## src/rtl/lampfpu_sqrt_ctrl.sv

```systemverilog
// rtl/lampfpu_sqrt_ctrl.sv - lampFPU sqrt/inv-sqrt sequencer; optional subnormal support via LAMP_SQRT_DENORM_EN
module lampfpu_sqrt_ctrl (
    input  logic        clk,
    input  logic        rst,
    input  logic        start_i,
    input  logic        op_i,
    input  logic [15:0] op_a_i,
    output logic        ready_o,
    output logic        doSqrt_o,
    output logic        doInvSqrt_o,
    output logic [8:0]  f_o,
    input  logic [15:0] fract_res_i,
    input  logic        fract_valid_i,
    output logic [15:0] result_o,
    output logic        valid_o,
    output logic        invalid_o,
    output logic        divzero_o
);

    localparam logic [15:0]        QNAN    = 16'h7FC0;
    localparam logic [14:0]        INF_MAG = 15'h7F80;
    localparam logic signed [9:0]  BIAS    = 10'sd127;

    // Operand classes
    localparam logic [2:0] C_NORMAL = 3'd0;
    localparam logic [2:0] C_SUB    = 3'd1;
    localparam logic [2:0] C_ZERO   = 3'd2;
    localparam logic [2:0] C_NAN    = 3'd3;
    localparam logic [2:0] C_NEG    = 3'd4;
    localparam logic [2:0] C_PINF   = 3'd5;

    typedef enum logic [2:0] {
        IDLE    = 3'd0,
`ifdef LAMP_SQRT_DENORM_EN
        NORM    = 3'd1,
`endif
        ISSUE   = 3'd2,
        WAIT    = 3'd3,
        POST    = 3'd4,
        SPECIAL = 3'd5
    } state_t;

    state_t state, state_n;

    logic              op_q, sign_q;
    logic [7:0]        exp_q;
    logic [6:0]        man_q;
    logic signed [9:0] k_q, k_n;
    logic [8:0]        f_n;
    logic [15:0]       fract_q;
    logic              ld_op, ld_f, cap, out_ld, inv_n, dz_n;
    logic [15:0]       res_n;
    logic signed [9:0] ue_in;

    logic [6:0]        pm;
    logic              pg, ps, p_ok;
    logic signed [9:0] pw, ek, cy;
    logic [7:0]        pm_r, pexp;
    logic [15:0]       post_res;

    // NaN wins over sign; without subnormal support any zero exponent counts as zero
    function automatic logic [2:0] classify(input logic s, input logic [7:0] e, input logic [6:0] m);
        logic [2:0] c;
        if (e == 8'hFF && m != 7'd0)
            c = C_NAN;
`ifdef LAMP_SQRT_DENORM_EN
        else if (e == 8'd0 && m == 7'd0)
`else
        else if (e == 8'd0)
`endif
            c = C_ZERO;
        else if (s)
            c = C_NEG;
        else if (e == 8'hFF)
            c = C_PINF;
        else if (e == 8'd0)
            c = C_SUB;
        else
            c = C_NORMAL;
        return c;
    endfunction

    // Even exponent scales the mantissa into [1/4,1/2), odd into [1/2,1); returns {k, f}
    function automatic logic [18:0] prep(input logic signed [9:0] ue, input logic [6:0] m);
        logic [8:0]        f;
        logic signed [9:0] k;
        if (ue[0] == 1'b0) begin
            f = {2'b01, m};
            k = (ue + 10'sd2) >>> 1;
        end else begin
            f = {1'b1, m, 1'b0};
            k = (ue + 10'sd1) >>> 1;
        end
        return {k, f};
    endfunction

    assign ue_in       = $signed({2'b00, op_a_i[14:7]}) - BIAS;
    assign ready_o     = (state == IDLE);
    assign doSqrt_o    = (state == ISSUE) && !op_q;
    assign doInvSqrt_o = (state == ISSUE) && op_q;

`ifdef LAMP_SQRT_DENORM_EN
    logic [2:0]        lz, sh;
    logic              lz_found;
    logic [6:0]        man_n;
    logic signed [9:0] ue_sub;

    // Leading-zero count moves the first set mantissa bit into the hidden position
    always_comb begin
        lz       = 3'd0;
        lz_found = 1'b0;
        for (int i = 6; i >= 0; i--) begin
            if (!lz_found) begin
                if (man_q[i])
                    lz_found = 1'b1;
                else
                    lz = lz + 3'd1;
            end
        end
        sh     = lz + 3'd1;
        man_n  = man_q << sh;
        ue_sub = -10'sd126 - $signed({7'd0, sh});
    end
`endif

    // Normalise, round to nearest even and pack the captured core result
    always_comb begin
        pm   = 7'd0;
        pg   = 1'b0;
        ps   = 1'b0;
        pw   = 10'sd0;
        p_ok = 1'b1;
        if (fract_q[15]) begin
            pm = fract_q[14:8]; pg = fract_q[7]; ps = |fract_q[6:0]; pw = 10'sd1;
        end else if (fract_q[14]) begin
            pm = fract_q[13:7]; pg = fract_q[6]; ps = |fract_q[5:0]; pw = 10'sd0;
        end else if (fract_q[13]) begin
            pm = fract_q[12:6]; pg = fract_q[5]; ps = |fract_q[4:0]; pw = -10'sd1;
        end else begin
            p_ok = 1'b0;
        end
        pm_r     = {1'b0, pm} + {7'd0, pg & (ps | pm[0])};
        ek       = op_q ? -k_q : k_q;
        cy       = $signed({9'd0, pm_r[7]});
        pexp     = 8'(BIAS + ek + pw + cy);
        post_res = p_ok ? {1'b0, pexp, pm_r[6:0]} : QNAN;
    end

    // State register
    always_ff @(posedge clk or posedge rst) begin
        if (rst)
            state <= IDLE;
        else
            state <= state_n;
    end

    // Next-state and datapath control
    always_comb begin
        state_n = state;
        ld_op   = 1'b0;
        ld_f    = 1'b0;
        f_n     = f_o;
        k_n     = k_q;
        cap     = 1'b0;
        out_ld  = 1'b0;
        res_n   = result_o;
        inv_n   = 1'b0;
        dz_n    = 1'b0;
        case (state)
            IDLE: begin
                if (start_i) begin
                    ld_op = 1'b1;
                    case (classify(op_a_i[15], op_a_i[14:7], op_a_i[6:0]))
                        C_NORMAL: begin
                            state_n    = ISSUE;
                            ld_f       = 1'b1;
                            {k_n, f_n} = prep(ue_in, op_a_i[6:0]);
                        end
`ifdef LAMP_SQRT_DENORM_EN
                        C_SUB:   state_n = NORM;
`endif
                        default: state_n = SPECIAL;
                    endcase
                end
            end
`ifdef LAMP_SQRT_DENORM_EN
            NORM: begin
                state_n    = ISSUE;
                ld_f       = 1'b1;
                {k_n, f_n} = prep(ue_sub, man_n);
            end
`endif
            ISSUE: state_n = WAIT;
            WAIT: begin
                if (fract_valid_i) begin
                    cap     = 1'b1;
                    state_n = POST;
                end
            end
            POST: begin
                out_ld  = 1'b1;
                res_n   = post_res;
                inv_n   = !p_ok;
                state_n = IDLE;
            end
            SPECIAL: begin
                out_ld  = 1'b1;
                state_n = IDLE;
                case (classify(sign_q, exp_q, man_q))
                    C_NEG: begin
                        res_n = QNAN;
                        inv_n = 1'b1;
                    end
                    C_ZERO: begin
                        if (op_q) begin
                            res_n = {sign_q, INF_MAG};
                            dz_n  = 1'b1;
                        end else begin
                            res_n = {sign_q, 15'd0};
                        end
                    end
                    C_PINF:  res_n = op_q ? 16'h0000 : {1'b0, INF_MAG};
                    default: res_n = QNAN;
                endcase
            end
            default: state_n = IDLE;
        endcase
    end

    // Operand, core-input, capture and output registers
    always_ff @(posedge clk or posedge rst) begin
        if (rst) begin
            op_q      <= 1'b0;
            sign_q    <= 1'b0;
            exp_q     <= 8'd0;
            man_q     <= 7'd0;
            k_q       <= 10'sd0;
            f_o       <= 9'd0;
            fract_q   <= 16'd0;
            result_o  <= 16'd0;
            valid_o   <= 1'b0;
            invalid_o <= 1'b0;
            divzero_o <= 1'b0;
        end else begin
            if (ld_op) begin
                op_q   <= op_i;
                sign_q <= op_a_i[15];
                exp_q  <= op_a_i[14:7];
                man_q  <= op_a_i[6:0];
            end
            if (ld_f) begin
                f_o <= f_n;
                k_q <= k_n;
            end
            if (cap)
                fract_q <= fract_res_i;
            if (out_ld)
                result_o <= res_n;
            valid_o   <= out_ld;
            invalid_o <= out_ld & inv_n;
            divzero_o <= out_ld & dz_n;
        end
    end

endmodule

```

## config.mk

```make
export PLATFORM = sky130hd
export DESIGN_NAME = lampfpu_sqrt_ctrl
export DESIGN_NICKNAME = d
export VERILOG_FILES = /design/src/rtl/lampfpu_sqrt_ctrl.sv
export SDC_FILE = /design/constraint.sdc
export NUM_CORES = 1
export LEC_CHECK = 0
export CORE_MARGIN = 5
export CORE_UTILIZATION = 58
export DETAILED_ROUTE_END_ITERATION = 10
export GPL_ROUTABILITY_DRIVEN = 0
export PLACE_DENSITY = 0.82
export SYNTH_ARGS = -nofsm -noshare
export SYNTH_HDL_FRONTEND = slang
export SYNTH_SLANG_ARGS = --single-unit
```

## constraint.sdc

```tcl
create_clock -name clk -period 7.85 [get_ports clk]
set_input_delay 1.1775 -clock clk [delete_from_list [all_inputs] [get_ports clk]]
set_output_delay 1.1775 -clock clk [all_outputs]
set_load 0.005 [all_outputs]
```

==> run metrics <==
outcome completed; CTS clk-pin slew, worst paths 80 ps; Slew Limit Fails 0; startpoint class of the critical path input port; synth warn 0; Setup Fix Bufs, Post-CTS 0; drt drc 0; Vias/cell 5.521; vias in the first global route 3332; mean area per synthesized cell 9.957 um^2; largest net degree at the start of global routing 73; total track usage 0.2145; area grow syn2layout 21.78%; total clock sinks 72; CP Max Fanout 34; distinct cell type count of the synthesized netlist 63; critical path endpoint category flip-flop; Post-DRT Antenna Nets 0; worst path cell trace clkdlybuf4s50_1, inv_1, ha_1, nor3b_1, a221oi_2, nand2_2, o41ai_1; CTS tree done; Worst EP required 8090 ps; Slew Limit Headroom 0.4168; initial antenna violation count 0; Hold Buf Count CTS 0; total global routing overflow 0; IO Pins 68; post-synthesis sequential area ratio 0.4198; Final nets 550; DIE AREA 9220 um^2; routed len/inst 15.33 um; CTS buffer count 9; die width 96.02 um; CTS H-Tree Depth 3; PwrDens 480.2 nW/um^2; Final Setup Violations 0; crit path DAT 3940 ps; CP Class in2reg; vias 3285; PnR worst setup slack 4152 ps; Worst path max stage delay 950 ps; CP max stage cell clkdlybuf4s50_1; post-synthesis cell area 4292 um^2; diode count 0; maximum root-to-sink buffer count 2; placed instance area 4974 um^2; post-route cell area 5226 um^2; Area contributors post-synth dfrtp_1 42%, mux2_2 8.9%, ha_1 6.1%, nand2_1 4.9%, xnor2_1 3.5%; top cells by count, synth 72 x dfrtp_1, 56 x nand2_1, 34 x mux2_2; initial detailed-routing violation count 214; HP Class reg2reg; 1st-pass router iterations 4; drt total wl 9123 um; Max Cap Violations 0; FP Rows 31; share of the synthesized area in the top cell type 0.4198; Top FF cell, synth dfrtp_1; Root Buffer clkbuf_8; count leader, synth dfrtp_1; Fillers 519; Slew @ Worst Pin 874.7 ps; final hold viol count 0; Tcrit/Tclk final 0.4710; total power 2510 uW; Die Ht 96.02 um; share of cells above drive strength 1 0.1431; Finished Core Util 0.7244; dpl ws 3850 ps; input/output buffers 67; Post-synth EDFFs 0; DP Wirelength 6738 um; post-synthesis async set-or-reset flop share 1.000; Syn Inst Count 431; Core Area 7214 um^2; maximum vdd ir drop 0.2285 mV; CTS resizes 0; syn nets 490; RSZ-0062 raised after global routing false; Static Leak 0.002229 uW; fin crit period 3698 ps; Yosys top cell by area dfrtp_1; Setup TNS 0 ps; Layout Skew 6.995 ps; Worst-Skew Late Latency 350 ps; Starting Density 0.5949; Fmax 270.5 MHz; Yosys reg bits 72; first-pass GRT wire length 15350 um
==> stage by stage <==
step | std cells | hold slack, ps
6_report | 595 | 467.1
5_1_grt | 595 | 498.9
4_1_cts | 595 | 472.8
3_5_place_dp | 579 | 455.7
3_3_place_gp | 579 | 451.0
2_1_floorplan | 431 | 462.8
==> worst paths after layout <==
check,depth (start not counted),slack [ps],from,endpoint
max,7,4150,op_a_i[7],k_q[7]$_DFFE_PP0P_
min,2,470,result_o[8]$_DFFE_PP0P_,result_o[8]$_DFFE_PP0P_
max reg2reg,15,4230,fract_q[15]$_DFFE_PP0P_,result_o[11]$_DFFE_PP0P_
min reg2reg,2,470,result_o[8]$_DFFE_PP0P_,result_o[8]$_DFFE_PP0P_
max in group asynchronous,3,5870,rst,result_o[13]$_DFFE_PP0P_
min in group asynchronous,3,1410,rst,fract_q[2]$_DFFE_PP0P_
==> per-layer routing <==
layer	vias up	track usage	share of wire
met3	12	0.04926	0.046
met1	1557	0.2772	0.45
met2	99	0.3468	0.49
met4	0	0.08768	0.014
li1	1617	-	-
met5	-	0	0
==> cell families after synthesis <==
| family | synth area share |
|---|---|
| AO/OA/AOI/OAI | 0.1201 |
| XOR/XNOR | 0.05510 |
| adder cells (fa/ha/maj) | 0.06589 |
| buffers and inverters | 0.05160 |
| flip-flops | 0.4198 |
| multiplexers | 0.1125 |
| AND/OR/NAND/NOR | 0.1749 |
==> registers in the layout (all words and copies together) (netlist names) <==
| name | count |
|---|---|
| fract_q | 16 |
| result_o | 16 |
| f_o | 9 |
| exp_q | 8 |
| k_q | 8 |
| man_q | 7 |
| state | 3 |
| divzero_o | 1 |
| invalid_o | 1 |
| op_q | 1 |
| sign_q | 1 |
| valid_o | 1 |
==> power breakdown <==
part	leakage (uW)	total, uW	switching, uW	internal [uW]
Clock	0.000123	369	148	221
Sequential	0.000886	727	186	541
Combinational	0.00122	1410	697	717
Total	0.00223	2510	1030	1480
==> worst max-delay path: cells and delay by family <==
| kind | cells | cell delay [ps] |
|---|---|---|
| buffers and inverters | 2 | 1110 |
| AOI/OAI and AO/OA | 2 | 850 |
| and+or+nand+nor | 2 | 570 |
| adders and majority gates | 1 | 240 |
==> cells in the final DEF, fill, tap and decap left out, types with 7 or more instances in the layout <==
cell	count
a21oi_1	15
xnor2_1	17
mux2_2	34
nor2_1	21
o21ai_1	17
xor2_1	10
inv_1	26
o21ai_0	19
nand2b_1	7
nand3_1	7
clkbuf_8	10
nand2_1	56
mux2i_1	10
nor4_1	7
nor3_1	9
ha_1	21
clkdlybuf4s50_1	67
dfrtp_1	72
==> area by class of cell <==
| class | count | area (um^2) | area share |
|---|---|---|---|
| Inverter | 27 | 101.3 | 0.01939 |
| Clock buffer | 10 | 137.6 | 0.02633 |
| Timing Repair Buffer | 68 | 678.2 | 0.1298 |
| Tap cell | 99 | 123.9 | 0.02370 |
| Clock inverter | 6 | 115.1 | 0.02203 |
| Multi-Input combinational cell | 313 | 2268 | 0.4340 |
| Sequential cell | 72 | 1802 | 0.3447 |
Note: power is estimated with default switching activity, not from simulation.
